### config.mk
export PLATFORM = sky130hd
export DESIGN_NAME = spi_master_param
export DESIGN_NICKNAME = d
export VERILOG_FILES = /design/src/rtl/spi_pkg.sv /design/src/rtl/spi_sck_gen.sv /design/src/rtl/spi_master_param.sv
export SDC_FILE = /design/constraint.sdc
export NUM_CORES = 1
export LEC_CHECK = 0
export ABC_AREA = 1
export BUFFER_PORTS_ARGS = -buffer_cell sky130_fd_sc_hd__buf_2
export CAP_MARGIN = 20
export CORE_ASPECT_RATIO = 1.4
export CORE_MARGIN = 2
export CORE_UTILIZATION = 60
export CTS_CLUSTER_SIZE = 30
export DETAILED_ROUTE_END_ITERATION = 16
export PLACE_DENSITY_LB_ADDON = 0.15
export SKIP_LAST_GASP = 1
export SLEW_MARGIN = 5
export SYNTH_ARGS = -nofsm -noshare
export SYNTH_HDL_FRONTEND = slang
export SYNTH_SLANG_ARGS = --single-unit
### constraint.sdc
create_clock -name clk -period 3.75 [get_ports clk]
set_input_delay 0 -clock clk [delete_from_list [all_inputs] [get_ports clk]]
set_output_delay 0 -clock clk [all_outputs]
set_load 0.01 [all_outputs]
### src/rtl/spi_pkg.sv
// Shared definitions for the SPI master: FSM state encoding and SPI mode constants.
package spi_pkg;

  typedef logic [2:0] spi_state_t;

  localparam spi_state_t ST_IDLE   = 3'd0;
  localparam spi_state_t ST_SETUP  = 3'd1;
  localparam spi_state_t ST_XFER   = 3'd2;
  localparam spi_state_t ST_HOLD   = 3'd3;
  localparam spi_state_t ST_FINISH = 3'd4;

  // mode is {CPOL, CPHA}
  localparam logic [1:0] MODE0 = 2'b00;
  localparam logic [1:0] MODE1 = 2'b01;
  localparam logic [1:0] MODE2 = 2'b10;
  localparam logic [1:0] MODE3 = 2'b11;

  localparam int CPOL_BIT = 1;
  localparam int CPHA_BIT = 0;

endpackage

### src/rtl/spi_sck_gen.sv
// Half-period tick generator: one-cycle tick every CLK_DIV enabled cycles.
module spi_sck_gen #(
  parameter int CLK_DIV = 2
) (
  input  logic clk,
  input  logic rst_ni,
  input  logic en_i,
  output logic tick_o
);

  localparam int CW = (CLK_DIV > 1) ? $clog2(CLK_DIV) : 1;
  localparam logic [CW-1:0] LAST = CW'(CLK_DIV - 1);

  logic [CW-1:0] cnt_q, cnt_d;

  // Counter sits at zero while disabled so every phase starts a full half-period.
  always_comb begin
    cnt_d  = '0;
    tick_o = 1'b0;
    if (en_i) begin
      if (cnt_q == LAST) begin
        tick_o = 1'b1;
      end else begin
        cnt_d = cnt_q + 1'b1;
      end
    end
  end

  always_ff @(posedge clk) begin
    if (!rst_ni) begin
      cnt_q <= '0;
    end else begin
      cnt_q <= cnt_d;
    end
  end

endmodule

### src/rtl/spi_master_param.sv
// Parametrised full-duplex SPI master with runtime mode, bit order and one-hot chip selects.
module spi_master_param
  import spi_pkg::*;
#(
  parameter int DATA_WIDTH = 8,
  parameter int CLK_DIV    = 2,
  parameter int NUM_CS     = 2,
  parameter int CS_W       = (NUM_CS > 1) ? $clog2(NUM_CS) : 1
) (
  input  logic                  clk,
  input  logic                  rst,
  input  logic                  start,
  input  logic [CS_W-1:0]       cs_sel,
  input  logic [1:0]            mode,
  input  logic                  lsb_first,
  input  logic [DATA_WIDTH-1:0] data_in,
  output logic [DATA_WIDTH-1:0] data_out,
  output logic                  busy,
  output logic                  done,
  output logic                  sck,
  output logic                  mosi,
  input  logic                  miso,
  output logic [NUM_CS-1:0]     cs_n
);

  localparam int EW = $clog2(2 * DATA_WIDTH);
  localparam logic [EW-1:0] LAST_EDGE = EW'(2 * DATA_WIDTH - 1);
  localparam logic [31:0] NUM_CS_U = NUM_CS;

  spi_state_t            state_q, state_d;
  logic                  sck_q, sck_d;
  logic                  mosi_q, mosi_d;
  logic [DATA_WIDTH-1:0] tx_q, tx_d;
  logic [DATA_WIDTH-1:0] rx_q, rx_d;
  logic [DATA_WIDTH-1:0] dout_q, dout_d;
  logic [NUM_CS-1:0]     cs_n_q, cs_n_d;
  logic [EW-1:0]         edge_q, edge_d;
  logic                  cpha_q, cpha_d;
  logic                  lsb_q, lsb_d;

  logic              tick;
  logic              gen_en;
  logic              accept;
  logic              cs_ok;
  logic              sample_edge;
  logic              last_edge;
  logic [NUM_CS-1:0] sel_n;

  function automatic logic first_bit(input logic [DATA_WIDTH-1:0] w, input logic lsb);
    return lsb ? w[0] : w[DATA_WIDTH-1];
  endfunction

  function automatic logic [DATA_WIDTH-1:0] shift_out(input logic [DATA_WIDTH-1:0] w,
                                                      input logic lsb);
    return lsb ? (w >> 1) : (w << 1);
  endfunction

  generate
    for (genvar gi = 0; gi < NUM_CS; gi++) begin : g_cs_dec
      assign sel_n[gi] = (cs_sel != CS_W'(gi));
    end
  endgenerate

  assign cs_ok  = (32'(cs_sel) < NUM_CS_U);
  assign accept = (state_q == ST_IDLE) && start && cs_ok;
  assign gen_en = (state_q == ST_SETUP) || (state_q == ST_XFER) || (state_q == ST_HOLD);

  // Odd (leading) edges have an even edge index; CPHA flips which edge samples.
  assign sample_edge = (~edge_q[0]) ^ cpha_q;
  assign last_edge   = (edge_q == LAST_EDGE);

  spi_sck_gen #(
    .CLK_DIV(CLK_DIV)
  ) u_sck_gen (
    .clk   (clk),
    .rst_ni(rst),
    .en_i  (gen_en),
    .tick_o(tick)
  );

  always_comb begin
    state_d = state_q;
    sck_d   = sck_q;
    mosi_d  = mosi_q;
    tx_d    = tx_q;
    rx_d    = rx_q;
    dout_d  = dout_q;
    cs_n_d  = cs_n_q;
    edge_d  = edge_q;
    cpha_d  = cpha_q;
    lsb_d   = lsb_q;
    case (state_q)
      ST_IDLE: begin
        if (accept) begin
          state_d = ST_SETUP;
          cpha_d  = mode[CPHA_BIT];
          lsb_d   = lsb_first;
          sck_d   = mode[CPOL_BIT];
          cs_n_d  = sel_n;
          rx_d    = '0;
          edge_d  = '0;
          // CPHA=0 needs the first bit on the wire before the first sck edge.
          if (!mode[CPHA_BIT]) begin
            mosi_d = first_bit(data_in, lsb_first);
            tx_d   = shift_out(data_in, lsb_first);
          end else begin
            mosi_d = 1'b0;
            tx_d   = data_in;
          end
        end
      end
      ST_SETUP: begin
        if (tick) state_d = ST_XFER;
      end
      ST_XFER: begin
        if (tick) begin
          sck_d = ~sck_q;
          if (sample_edge) begin
            rx_d = lsb_q ? {miso, rx_q[DATA_WIDTH-1:1]} : {rx_q[DATA_WIDTH-2:0], miso};
          end else if (!last_edge) begin
            mosi_d = first_bit(tx_q, lsb_q);
            tx_d   = shift_out(tx_q, lsb_q);
          end
          if (last_edge) begin
            state_d = ST_HOLD;
            edge_d  = '0;
          end else begin
            edge_d = edge_q + 1'b1;
          end
        end
      end
      ST_HOLD: begin
        if (tick) begin
          state_d = ST_FINISH;
          cs_n_d  = '1;
          dout_d  = rx_q;
        end
      end
      ST_FINISH: state_d = ST_IDLE;
      default:   state_d = ST_IDLE;
    endcase
  end

  always_ff @(posedge clk) begin
    if (!rst) begin
      state_q <= ST_IDLE;
      sck_q   <= 1'b0;
      mosi_q  <= 1'b0;
      tx_q    <= '0;
      rx_q    <= '0;
      dout_q  <= '0;
      cs_n_q  <= '1;
      edge_q  <= '0;
      cpha_q  <= 1'b0;
      lsb_q   <= 1'b0;
    end else begin
      state_q <= state_d;
      sck_q   <= sck_d;
      mosi_q  <= mosi_d;
      tx_q    <= tx_d;
      rx_q    <= rx_d;
      dout_q  <= dout_d;
      cs_n_q  <= cs_n_d;
      edge_q  <= edge_d;
      cpha_q  <= cpha_d;
      lsb_q   <= lsb_d;
    end
  end

  assign data_out = dout_q;
  assign busy     = (state_q != ST_IDLE);
  assign done     = (state_q == ST_FINISH);
  assign sck      = sck_q;
  assign mosi     = mosi_q;
  assign cs_n     = cs_n_q;

endmodule

# Yosys cells after proc, flatten, opt, wreduce, memory -nomap -nowiden
# Index checks and enable logic that the tools add are counted.
dict set report classes {
  addsub 2
  n_mul 0
  div_mod_pow 0
  order_cmp 0
  eq_ne 13
  shifts 0
  muxes 39
  n_bitwise 6
  n_reduce_logical 15
}
# operator n
set op_table {}
lappend op_table {{8-bit 2-to-1 mux} 11}
lappend op_table {{8-bit case mux with 2 select lines} 2}
lappend op_table {{2-bit != test (second input constant)} 8}
lappend op_table {{3-bit 2-to-1 mux} 5}
lappend op_table {{4-bit 2-to-1 mux} 3}
lappend op_table {{3-bit case mux with 4 select lines} 1}
lappend op_table {{1-bit 2-to-1 mux} 11}
lappend op_table {{5-bit AND reduction} 2}
lappend op_table {{4-bit case mux with 2 select lines} 1}
lappend op_table {{3-bit by 2-bit == test with 1-bit output (second input constant)} 2}
lappend op_table {{3-bit AND reduction} 2}
lappend op_table {{1-bit NOT} 5}
lappend op_table {{4-bit by 1-bit adder with 4-bit output (second input constant)} 1}
lappend op_table {{4-bit == test (second input constant)} 1}
lappend op_table {{2-bit 2-to-1 mux} 2}
lappend op_table {{1-bit case mux with 2 select lines} 2}
lappend op_table {{2-bit case mux with 2 select lines} 1}
lappend op_table {{2-bit AND reduction} 2}
lappend op_table {{4-bit AND reduction} 1}
lappend op_table {{2-bit nonzero test} 2}
lappend op_table {{3-bit by 1-bit == test with 1-bit output (second input constant)} 1}
lappend op_table {{3-bit == test (second input constant)} 1}
lappend op_table {{3-bit logical NOT} 1}
lappend op_table {{3-bit nonzero test} 1}
lappend op_table {{other kinds (5)} 6}
dict set report word_totals {
  regBits 38
  latch_bits 0
  ram_bits 0
  rom_bits 0
  in_bits 16
  output_inout_bits 14
  word_cells 86
  mem_count 0
}

# Depth between registers and ports, before layout
# Gate-level depths: netlist of the first run.
dict set report depth {
  word_depth 6
  mapped_depth 10
  ltp_nobuf 8
}

# Hierarchy
# A second synthesis of the first run with hierarchy kept.
dict set report unflattened {
  hier_cells 331
  area_unflattened_um2 2055.7
}
# module instances cells_per_inst area_each_um2 seq_area_each_um2
set modules_own_cells {}
lappend modules_own_cells {spi_master_param 1 326 2018.2 740.7}
lappend modules_own_cells {spi_sck_gen 1 5 37.5 20.0}

# Least setup slack after synthesis of the first run
# Ideal clock, no wire load.
dict set report synth_path {
  path_kind {reg-to-reg}
  startpoint {register edge_q[0]}
  endpoint {register tx_q[1]}
  setup_time_ps 113
  t_arrival_ps 1207
  t_required_ps 3637
  slack_ps 2431
  path_stages_with_launch 9
  n_path_buf 1
  synth_period_minus_slack_ps 1319
  cell_sequence {dfxtp_1 > ha_1 > nand2_1 > nor2_1 > o21ai_2 > nand2_4 > buf_6 > nor2_1 > nor2_1}
}
dict set report synth_between {
  elab_chain_len 4
  word_cells_on_any_way 6
  cone_classes {3 x eq/ne; 2 x bitwise; 1 x reduce/logical}
}
# item line
set synth_rtl {}
lappend synth_rtl {{from (decl)} spi_master_param.sv:37} ;# logic [EW-1:0] edge_q, edge_d;
lappend synth_rtl {{from (signal assigned)} spi_master_param.sv:164} ;# edge_q <= edge_d;
lappend synth_rtl {{parallel branches: the longest is 3 deep, another holds 4-bit == test} --}
lappend synth_rtl {{5-bit AND reduction (no line) (*)} --}
lappend synth_rtl {{to (signal assigned)} spi_master_param.sv:160} ;# tx_q <= tx_d;
lappend synth_rtl {{to (decl)} spi_master_param.sv:33} ;# logic [DATA_WIDTH-1:0] tx_q, tx_d;
# Mark *: on every way between the ends.
# A chain may end at the register's enable or synchronous reset.

# Worst setup path in the final report of the first run
dict set report layout_path {
  startpoint {register state_q[0]}
  endpoint {register rx_q[6]}
}
dict set report layout_between {
  elab_chain_len 6
  word_cells_on_any_way 14
  cone_classes {6 x eq/ne; 2 x mux; 6 x reduce/logical}
}
# item line
set layout_rtl {}
lappend layout_rtl {{from (decl)} spi_master_param.sv:30} ;# spi_state_t state_q, state_d;
lappend layout_rtl {{from (signal assigned)} spi_master_param.sv:157} ;# state_q <= state_d;
lappend layout_rtl {{3-bit by 1-bit == test with 1-bit output or 3-bit by 2-bit == test with 1-bit output (tied branches)} {spi_master_param.sv:66, spi_master_param.sv:92}}
lappend layout_rtl {{1-bit logical OR (2 in a row)} spi_master_param.sv:66} ;# assign gen_en = (state_q == ST_SETUP) || (state_q == ST_XFER) || (state_q == ST_HOLD);
lappend layout_rtl {{1-bit 2-to-1 mux} spi_sck_gen.sv:20} ;# if (en_i) begin
lappend layout_rtl {{2-bit != test (no line)} --}
lappend layout_rtl {{4-bit AND reduction (no line)} --}
lappend layout_rtl {{to (signal assigned)} spi_master_param.sv:161} ;# rx_q <= rx_d;
lappend layout_rtl {{to (decl)} spi_master_param.sv:34} ;# logic [DATA_WIDTH-1:0] rx_q, rx_d;
# Parallel ways exist; a longest one is shown, timed or not.

==> metrics.md, run 1 <==
| Metric | Value |
|---|---|
| Layout Nets | 386 |
| #FFs+latches synth | 38 |
| WP data required | 3.94 ns |
| R2R Path Start | state_q[0]$_SDFFE_PN0P_ |
| Most common flop cell mapped by yosys | dfxtp_1 |
| PwrDens | 749 nW/µm² |
| Pin count of the biggest net entering global routing | 30 |
| Starting DRT DRC Count | 70 |
| First-pass GRT wire length | 7.89 mm |
| Hold crit path type | input pin to flip-flop |
| Setup violators final | 0 |
| Crit path kind | flip-flop to flip-flop |
| DRT Wirelength | 4.84 mm |
| Final Critical Period | 1.95 ns |
| Clock root buffer | clkbuf_8 |
| H-tree depth | 2 |
| Final setup margin | 1.80 ns |
| Wire per inst | 11.8 µm |
| CP arrival | roughly 2.1 ns |
| Total core area | roughly 3400 µm² |
| Yosys top cell area share | 35.7% |
| FF-to-FF setup slack | 1.80 ns |
| Combinational share of power | 40.6% |
| Final std cells w/o fill | 410 |
| Post-Syn Area | between 2000 and 2500 µm² |
| Num ports | 30 |
| Clock power share | 23.6% |
| Sw Pwr | 741 µW |
| Final Hold Vio Count | 0 |
| Final Cell Area | 2370 µm² |
| Crit end category | flip-flop |
| DRC | 0 |
| Total grt overflow | 0 |
| Cells after Synth | approximately 350 |
| Placed cells | 402 |
| Max cap viols | 0 |
| DIE HEIGHT | 74.5 µm |
| Final Slew Violations | 0 |
| Slew headroom | 56.1% |
| Number of synthesized flops with an enable pin | 0 |
| Fin crit share | 51.9% |
| CTS max path bufs | 2 |
| Run status | complete, no violations |
| Post_cts resized | 0 |
| Slew @ Worst Pin | 0.658 ns |
| Hold endpoint | cs_n[0]$_SDFFE_PN1P_ |
| Dpl hpwl | 3.31 mm |
| Crit start category | flip-flop |
| Total Routing Usage GR | 26.7% |
| Async set-or-reset flop fraction in the synthesized netlist | 0% |
| Total setup buffers inserted after CTS | 0 |
| Synth top cells by count | nand2_1 (134), nor2_1 (39), dfxtp_1 (38) |
| Syn Area/Cell | 6.13 µm² |
| Vias per cell | roughly 5.3 |
| Diode count | 0 |
| Cts hold-fix bufs | 0 |
| Synth area leader | dfxtp_1 |
| Initial antenna violation count | 0 |
| Worst hold stages | 3 |
| Switch share | 41.7% |
| Critical Path Fanout Max | 20 |
| Vias in the first global route | approximately 1900 |
| RSZ-0062 raised after global routing | no |
| Setup TNS | 0 ns |
| Synth cell types | 24 |
| Cell Int Power | 1040 µW |
| Share of cells above drive strength 1 | 12.7% |
| Worst-path clk slew | about 0.08 ns |
| Die area | 4050 µm² |
| Fmax achieved | about 500 MHz |
| Part of the power in registers | 35.8% |
| Pleak | 0.00115 µW |
| Post-route ant nets | 0 |
| Dpl ws | 1.86 ns |
| Area post-placement | 2230 µm² |
| DR pass1 iterations | 5 |
| Clock Skews | around 0.0054 ns |
| Critical hold path startpoint | cs_sel |
| Top-count cell post-synth | nand2_1 |
| Std-Cell Rows | 25 |
| Num CTS Buffers | 5 |
| Syn_nets | 364 |
| Register area share after synthesis | 35.7% |
| Maximum vdd drop | 0.000513 V |
| TritonCTS clock tree | done |
| Via count | ~2200 |
| Initial Util | between 60% and 70% |
| GPL Wtd Cong | 0.834 |
| Chip Width | 54.3 µm |
| Syn. warnings | 0 |
| IO buf count | 29 |
| Worst R2R Path Depth | 8 |
| Clk_lat worst skew | 0.29 ns |
| Crit Reg-Reg Endpoint | rx_q[6]$_SDFFE_PN0P_ |
| Ranking of synthesized cells by area | dfxtp_1 (36%), nand2_1 (24%), nand3_1 (8.2%) |
| Clock sink total | 38 |
| Syn-to-layout area delta | 11.4% |
cell families (layout without fill, tap and decap cells):
| logic type | Yosys count | in the layout | share of synthesized area (%) |
|---|---|---|---|
| buffers and inverters | 43 | 66 | 9.35 |
| adders and majority gates | 1 | 1 | 0.588 |
| and+or+nand+nor | 217 | 217 | 42.4 |
| AOI/OAI and AO/OA | 48 | 48 | 11.9 |
| DFF | 38 | 38 | 35.7 |
metal layers:
metal | GRT usage (%) | vias to the layer above | routed length (µm)
met3 | 6.02 | 6 | 184
met2 | 48.2 | 47 | 2590
met4 | 13.3 | 0 | 74
li1 | - | 1143 | -
met1 | 27.8 | 960 | 2000
met5 | 0 | - | 0
worst max-delay path by stage:
stage,slack (ns),cells after the start,start,endpoint
CTS,1.84,8,state_q[0]$_SDFFE_PN0P_,rx_q[6]$_SDFFE_PN0P_
detailed placement,1.86,8,state_q[0]$_SDFFE_PN0P_,rx_q[6]$_SDFFE_PN0P_
finish,1.80,8,state_q[0]$_SDFFE_PN0P_,rx_q[6]$_SDFFE_PN0P_
floorplan,2.43,8,edge_q[0]$_SDFFE_PN0P_,tx_q[1]$_SDFFE_PN0P_
global route,1.63,8,state_q[0]$_SDFFE_PN0P_,rx_q[6]$_SDFFE_PN0P_
global placement,1.91,8,state_q[0]$_SDFFE_PN0P_,rx_q[7]$_SDFFE_PN0P_
power by group through the flow:
stage               clock network [µW]  registers, µW  logic [µW]
CTS                                422            634         722
global route                       438            654         842
global placement                     0            637         694
finish                             419            636         721
detailed placement                   0            641         710
floorplan                            0            610         627
cell type report:
type	instances	area, µm²
clock buffers	5	68.8
clock inverters	3	68.8
fillers	338	1010
inverters	29	109
multi-input cells	266	1170
flip-flops and latches	38	761
well taps	40	50.0
repair buffers	29	145
per-stage QoR:
step	utilization (%)	power, µW	hold WS [ns]
floorplan	-	1240	0.165
global placement	66.1	1330	0.277
detailed placement	66.1	1350	0.286
CTS	70.2	1780	0.0160
global route	70.2	1930	0.00783
finish	70.2	1780	0.0139
placed cells by master, fill, tap and decap left out, types with 2 or more instances in the layout:
cell type	synthesis	layout
inv_1	23	23
nand4_1	2	2
bufinv_16	0	2
nand2_4	2	2
a21oi_1	21	21
nor2_1	39	39
inv_2	2	2
o21ai_0	23	23
o21ai_2	2	2
nand2_1	134	134
dfxtp_1	38	38
nor2_4	2	2
clkbuf_8	0	5
nand3_1	35	35
clkinv_1	4	4
buf_2	3	29
flip-flops by register name, summed over array words and instances, names as in the netlist:
signal,flops
state_q,3
sck,1
mosi,1
cpha_q,1
cs_n,2
edge_q,4
rx_q,8
data_out,8
u_sck_gen.cnt_q,1
tx_q,8
lsb_q,1
critical path: stages (launching register included):
cell and delay (ns):
dfxtp_1 0.37, nor2_4 0.24, nand2_4 0.18, inv_2 0.29, nand2_1 0.09, nand2_1 0.37
nand3_1 0.16, nand2_1 0.09, nor2_1 0.04
(Power assumes the default switching activity.)
==> run 2, diff against run 1 <==
- CORE_UTILIZATION: 60 -> 57
- clock period: 3.75 -> 1.8 ns (I/O delays scaled with it)
==> run 2 against run 1 <==
  * Core utilization is 3.7 points lower
  * Non-clock buffer count is 6 higher
  * Highest routed layer unchanged
  * Via count is 1.4% lower
  * Largest cell class unchanged
  * First-iteration DRC count is 24% higher
  * Critical path type unchanged
  * Sequential share of layout area is 0.38 points lower
  * Clock-buffer cell count stayed put
==> metrics.md, run 2 (synthesis gave the netlist of run 1 again) <==
| Metric | Value |
|---|---|
| Run status | complete, no violations |
| Fin crit share | 86.2% |
| IO buf count | 29 |
| Slew headroom | 73.1% |
| Initial Util | between 50% and 60% |
| Diode count | 0 |
| CTS max path bufs | 2 |
| CP arrival | about 1.8 ns |
| Area post-placement | 2270 µm² |
| Final Hold Vio Count | 0 |
| Hold crit path type | input pin to flip-flop |
| Crit end category | flip-flop |
| Die area | 4250 µm² |
| Num CTS Buffers | 5 |
| Initial antenna violation count | 0 |
| Vias in the first global route | 1907 |
| Critical path startpoint | state_q[1]$_SDFFE_PN0P_ |
| Combinational share of power | 43.4% |
| Share of cells above drive strength 1 | 13.6% |
| Num ports | 30 |
| Worst R2R Path Depth | 6 |
| Dpl ws | 0.284 ns |
| FF-to-FF setup slack | around 0.25 ns |
| Switch share | 42.7% |
| TritonCTS clock tree | done |
| Most frequent cells in the layout | nand2_1 (134), nor2_1 (39), dfxtp_1 (38) |
| Crit start category | flip-flop |
| DR pass1 iterations | 4 |
| CP Capture Point | data_out[6]$_SDFFE_PN0P_ |
| Critical Path Fanout Max | 10 |
| H-tree depth | 2 |
| Critical hold path startpoint | mode[1] |
| Most common cell after layout, fill and taps aside | nand2_1 |
| Crit Reg-Reg Endpoint | data_out[6]$_SDFFE_PN0P_ |
| Cell Int Power | 2050 µW |
| Post_cts resized | 0 |
| Total setup buffers inserted after CTS | 0 |
| Dpl hpwl | 3.30 mm |
| Worst-path clk slew | 0.08 ns |
| Clock root buffer | clkbuf_8 |
| Layout Nets | 392 |
| DIE HEIGHT | about 76 µm |
| Post-route ant nets | 0 |
| First-pass GRT wire length | around 8 mm |
| Vias per cell | 5.09 |
| Final setup margin | about 0.25 ns |
| Clk_lat worst skew | 0.29 ns |
| Clock sink total | 38 |
| Maximum vdd drop | around 0.00095 V |
| Slowest library cell on the worst path | dfxtp_1 |
| Pin count of the biggest net entering global routing | 24 |
| Std-Cell Rows | 26 |
| Total grt overflow | 0 |
| Final Slew Violations | 0 |
| Clock power share | between 20% and 30% |
| DRC | 0 |
| Final hold slack | 0.0487 ns |
| Syn-to-layout area delta | 12.8% |
| Pleak | 0.00116 µW |
| R2R Path Start | state_q[1]$_SDFFE_PN0P_ |
| DRT Wirelength | 4.66 mm |
| Max cap viols | 0 |
| Part of the power in registers | 36.0% |
| Clock Skews | 0.00228 ns |
| Setup TNS | 0 ns |
| GPL Wtd Cong | 0.858 |
| Crit path kind | flip-flop to flip-flop |
| Final Cell Area | ~2400 µm² |
| Starting DRT DRC Count | 87 |
| Fmax achieved | 645 MHz |
| Final Critical Period | 1.55 ns |
| Slew @ Worst Pin | 0.402 ns |
| Total core area | between 3000 and 4000 µm² |
| RSZ-0062 raised after global routing | no |
| PwrDens | 1490 nW/µm² |
| CP max stage delay | 0.54 ns |
| Cts hold-fix bufs | 2 |
| Wire per inst | 11.1 µm |
| Sw Pwr | 1530 µW |
| Total Routing Usage GR | 23.3% |
| WP data required | just over 2 ns |
| Via count | 2126 |
| Cells along the critical path | inv_1, nor2_1, nand2_2, clkinv_1, o21ai_0, a21oi_1 |
| Setup violators final | 0 |
| Chip Width | 55.6 µm |
==> run 2: cell count changes in the layout (fill, tap and decap cells not counted), sizes merged <==
| cell | delta |
|---|---|
| bufinv | -1 |
| clkinv | -1 |
| dlygate4sd3 | +2 |
| buf | +4 |
| clkinvlp | +2 |
==> run 2: layout make-up <==
| type | count | area [µm²] |
|---|---|---|
| clock inverters | 3 | 45.0 |
| multi-input cells | 266 | 1170 |
| inverters | 29 | 109 |
| repair buffers | 35 | 195 |
| well taps | 42 | 52.6 |
| flip-flops and latches | 38 | 761 |
| fillers | 355 | 1210 |
| clock buffers | 5 | 68.8 |
==> run 2: through the flow <==
step	power [µW]	util, %	instances
6_report	3580	66.5	418
5_1_grt	3920	66.5	418
4_1_cts	3600	66.5	418
3_5_place_dp	2860	62.8	408
3_3_place_gp	2820	62.8	408
2_1_floorplan	2580	-	347
==> run 2: power by group through the flow <==
stage          sequential, µW  combinational (µW)  clock (µW)
6_report                 1290                1560         738
5_1_grt                  1310                1820         782
4_1_cts                  1290                1570         749
3_5_place_dp             1300                1550           0
3_3_place_gp             1300                1520           0
2_1_floorplan            1270                1310           0
==> run 2: per-layer routing <==
metal	up-vias	global-route usage, %	wire length (µm)
li1	1158	-	-
met3	7	4.75	151
met4	0	8.54	66
met5	-	0	0
met2	33	41.5	2290
met1	928	26.8	2160
==> run 2: how the worst min path moves through the flow <==
| stage | slack [ns] | depth (start not counted) | to |
|---|---|---|---|
| final | 0.05 | 5 | sck$_SDFFE_PN0P_ |
| after global routing | 0.08 | 5 | sck$_SDFFE_PN0P_ |
| after CTS | 0.06 | 5 | sck$_SDFFE_PN0P_ |
| after detailed placement | 0.28 | 2 | cs_n[0]$_SDFFE_PN1P_ |
| after global placement | 0.28 | 3 | cs_n[0]$_SDFFE_PN1P_ |
| after floorplan | 0.16 | 2 | cs_n[0]$_SDFFE_PN1P_ |
==> run 2: critical path: cells and delay by family, from the launching register on <==
kind | cells | cell delay (ns)
compound gates | 2 | 0.23
buf+inv | 2 | 0.36
flops | 1 | 0.54
simple gates | 2 | 0.35
==> run 3, diff against run 2 <==
--- a/config.mk
+++ b/config.mk
@@ -10,6 +10,6 @@
 export CAP_MARGIN = 20
 export CORE_ASPECT_RATIO = 1.4
-export CORE_MARGIN = 2
-export CORE_UTILIZATION = 57
+export CORE_MARGIN = 5
+export CORE_UTILIZATION = 56
 export CTS_CLUSTER_SIZE = 30
 export DETAILED_ROUTE_END_ITERATION = 16
@@ -19,3 +19,4 @@
 export SYNTH_ARGS = -nofsm -noshare
 export SYNTH_HDL_FRONTEND = slang
+export SYNTH_HIERARCHICAL = 1
 export SYNTH_SLANG_ARGS = --single-unit
==> constraint.sdc (replaced) <==
create_clock -name clk -period 1.8 [get_ports clk]
set_input_delay 0 -clock clk [delete_from_list [all_inputs] [get_ports clk]]
set_output_delay 0 -clock clk [all_outputs]
set_load 0.005 [all_outputs]
==> run 3 against run 2 <==
  * Global-route usage fell by 1.1 points
  * Clock skew rose by 0.00060 ns
  * Setup slack got worse by 0.064 ns
  * First-iteration DRC count rose by 22%
  * Register-to-register slack got worse by 0.06 ns
  * Flip-flop and latch count did not move
  * Power fell by 16%
==> metrics.md, run 3 <==
| Metric | Value |
|---|---|
| Clock root buffer | clkbuf_8 |
| Final Hold Vio Count | 0 |
| Syn-to-layout area delta | 14.1% |
| Most common cell after layout, fill and taps aside | nand2_1 |
| Max cap viols | 0 |
| H-tree depth | 2 |
| Initial Util | 56.9% |
| Layout Nets | between 300 and 400 |
| Clock sink total | 38 |
| Final Slew Violations | 0 |
| Pleak | 0.00112 µW |
| Clock Skews | 0.00288 ns |
| Worst-path clk slew | 0.08 ns |
| Final Critical Period | ~1.6 ns |
| Number of synthesized flops with an enable pin | 0 |
| Num ports | 30 |
| Syn. warnings | 6 |
| DIE HEIGHT | between 80 and 90 µm |
| Total setup buffers inserted after CTS | 0 |
| GPL Wtd Cong | 0.923 |
| Fin crit share | 89.7% |
| Power Total | 3020 µW |
| Crit path kind | flip-flop to flip-flop |
| Crit start category | flip-flop |
| FF-to-FF setup slack | between 0.15 and 0.2 ns |
| Part of the power in registers | a little under two fifths |
| Hold crit path type | input pin to flip-flop |
| CP arrival | 1.84 ns |
| Syn Area/Cell | between 6 and 7 µm² |
| Top-count cell post-synth | nand2_1 |
| TritonCTS clock tree | done |
| Synth top cells by count | nand2_1 (124), dfxtp_1 (38), nor2_1 (36) |
| Total Routing Usage GR | 22.1% |
| Setup violators final | 0 |
| Cell Int Power | 1730 µW |
| Post-Syn Area | 2060 µm² |
| Share of cells above drive strength 1 | 15.5% |
| Total grt overflow | 0 |
| Ranking of synthesized cells by area | dfxtp_1 (37%), nand2_1 (23%), nand3_1 (8.5%) |
| Slew headroom | 57.4% |
| Combinational share of power | 41.8% |
| Post-route ant nets | 0 |
| Die area | approximately 5000 µm² |
| Num CTS Buffers | 5 |
| Cells after Synth | between 300 and 400 |
| Dpl ws | 0.171 ns |
| Synth cell types | 22 |
| Setup TNS | 0 ns |
| Diode count | 0 |
| Yosys top cell area share | 37.0% |
| FF/Latch Area | 763 µm² |
| PwrDens | 1290 nW/µm² |
| DRC | 0 |
| Final setup margin | 0.185 ns |
| Most frequent cells in the layout | nand2_1 (124), nor2_1 (36), dfxtp_1 (36) |
| Run status | complete, no violations |
| Most common flop cell mapped by yosys | dfxtp_1 |
| Clk_lat worst skew | approximately 0.29 ns |
| First-pass GRT wire length | about 8.5 mm |
| Syn_nets | 348 |
| Synth area leader | dfxtp_1 |
| Vias in the first global route | 1975 |
| Slew @ Worst Pin | between 0.6 and 0.7 ns |
| Crit end category | flip-flop |
| Initial antenna violation count | 0 |
| Dpl hpwl | 3.50 mm |
| WP data required | about 2.0 ns |
| Pin count of the biggest net entering global routing | 22 |
| Sw Pwr | 1290 µW |
| Async set-or-reset flop fraction in the synthesized netlist | 0% |
| Fmax achieved | 619 MHz |
| Maximum vdd drop | 0.000919 V |
| Wire per inst | ~12 µm |
| #FFs+latches synth | 38 |
| CTS max path bufs | 2 |
| RSZ-0062 raised after global routing | no |
| Clock power share | 20.8% |
| Vias per cell | 5.20 |
| Via count | 2101 |
| Critical Path Fanout Max | 18 |
| Filler cells | 371 |
| Total core area | 3610 µm² |
| Multi-input logic area | 1130 µm² |
| Chip Width | 61.2 µm |
| DR pass1 iterations | 4 |
| Starting DRT DRC Count | 106 |
| IO buf count | 29 |
| Register area share after synthesis | 37.0% |
| DRT Wirelength | 4.82 mm |
| Switch share | 42.8% |
| Std-Cell Rows | 26 |
[run 3: layer usage]
metal / up-vias / wire length, µm / track usage (%)
met4: 0 / 85 / 7.16
met2: 43 / 2600 / 40.3
li1: 1107 / - / -
met5: - / 0 / 0
met3: 13 / 161 / 4.72
met1: 938 / 1970 / 24.8
[run 3: power by group through the flow]
stage,Sequential [µW],Clock (µW),Combinational (µW)
floorplan,1120,0,990
CTS,1130,639,1260
global placement,1130,0,1240
detailed placement,1150,0,1250
global route,1150,681,1460
finish,1130,629,1260
[run 3: final timing paths]
check,from,endpoint,cells past startpoint
setup / recovery,state_q[2]$_SDFFE_PN0P_,tx_q[0]$_SDFFE_PN0P_,8
hold / removal,rst,cs_n[0]$_SDFFE_PN1P_,2
setup reg to reg,state_q[2]$_SDFFE_PN0P_,tx_q[0]$_SDFFE_PN0P_,8
hold reg to reg,u_sck_gen/cnt_q$_SDFF_PP0_,u_sck_gen/cnt_q$_SDFF_PP0_,1
[run 3: per-stage QoR]
stage | util [%] | hold WS [ns] | cells | area (µm²)
floorplan | - | 0.135 | 331 | 2060
detailed placement | 61.9 | 0.274 | 395 | 2230
global route | 65.0 | 0.100 | 404 | 2350
CTS | 64.8 | 0.0646 | 404 | 2340
global placement | 61.9 | 0.276 | 395 | 2230
finish | 65.0 | 0.0682 | 404 | 2350
[run 3: critical path, cell delays in order (launching register included)]
cell and delay [ns]:
dfxtp_1 0.52, nor2_4 0.10, nand2_2 0.24, nor2_1 0.11, nor2_4 0.17, nand2_4 0.15
nand2_1 0.10, nand2_1 0.05, nor2_1 0.10
[run 3: layout make-up]
type,instances,share of cell area [%]
Timing Repair Buffer,35,8.21
Sequential cell,38,32.5
Multi-Input combinational cell,252,48.3
Tap cell,42,2.24
Clock buffer,6,3.52
Inverter,29,4.64
Clock inverter,2,0.533
[run 3: cells by family (layout without fill, tap and decap cells)]
logic type,after synthesis,count (layout),share of synthesized area (%)
buf+inv,41,72,8.03
fa+ha+maj,1,1,0.609
compound gates,44,44,11.4
xor+xnor,1,1,0.426
flops,38,38,37.0
simple gates,206,206,42.5
[run 3: repair_timing]
action / in CTS / in global routing
hold buffers: 1 / 0
hold endpoints to repair: 1 / 0
setup endpoints to repair: 0 / 20
resized for setup: 0 / 3
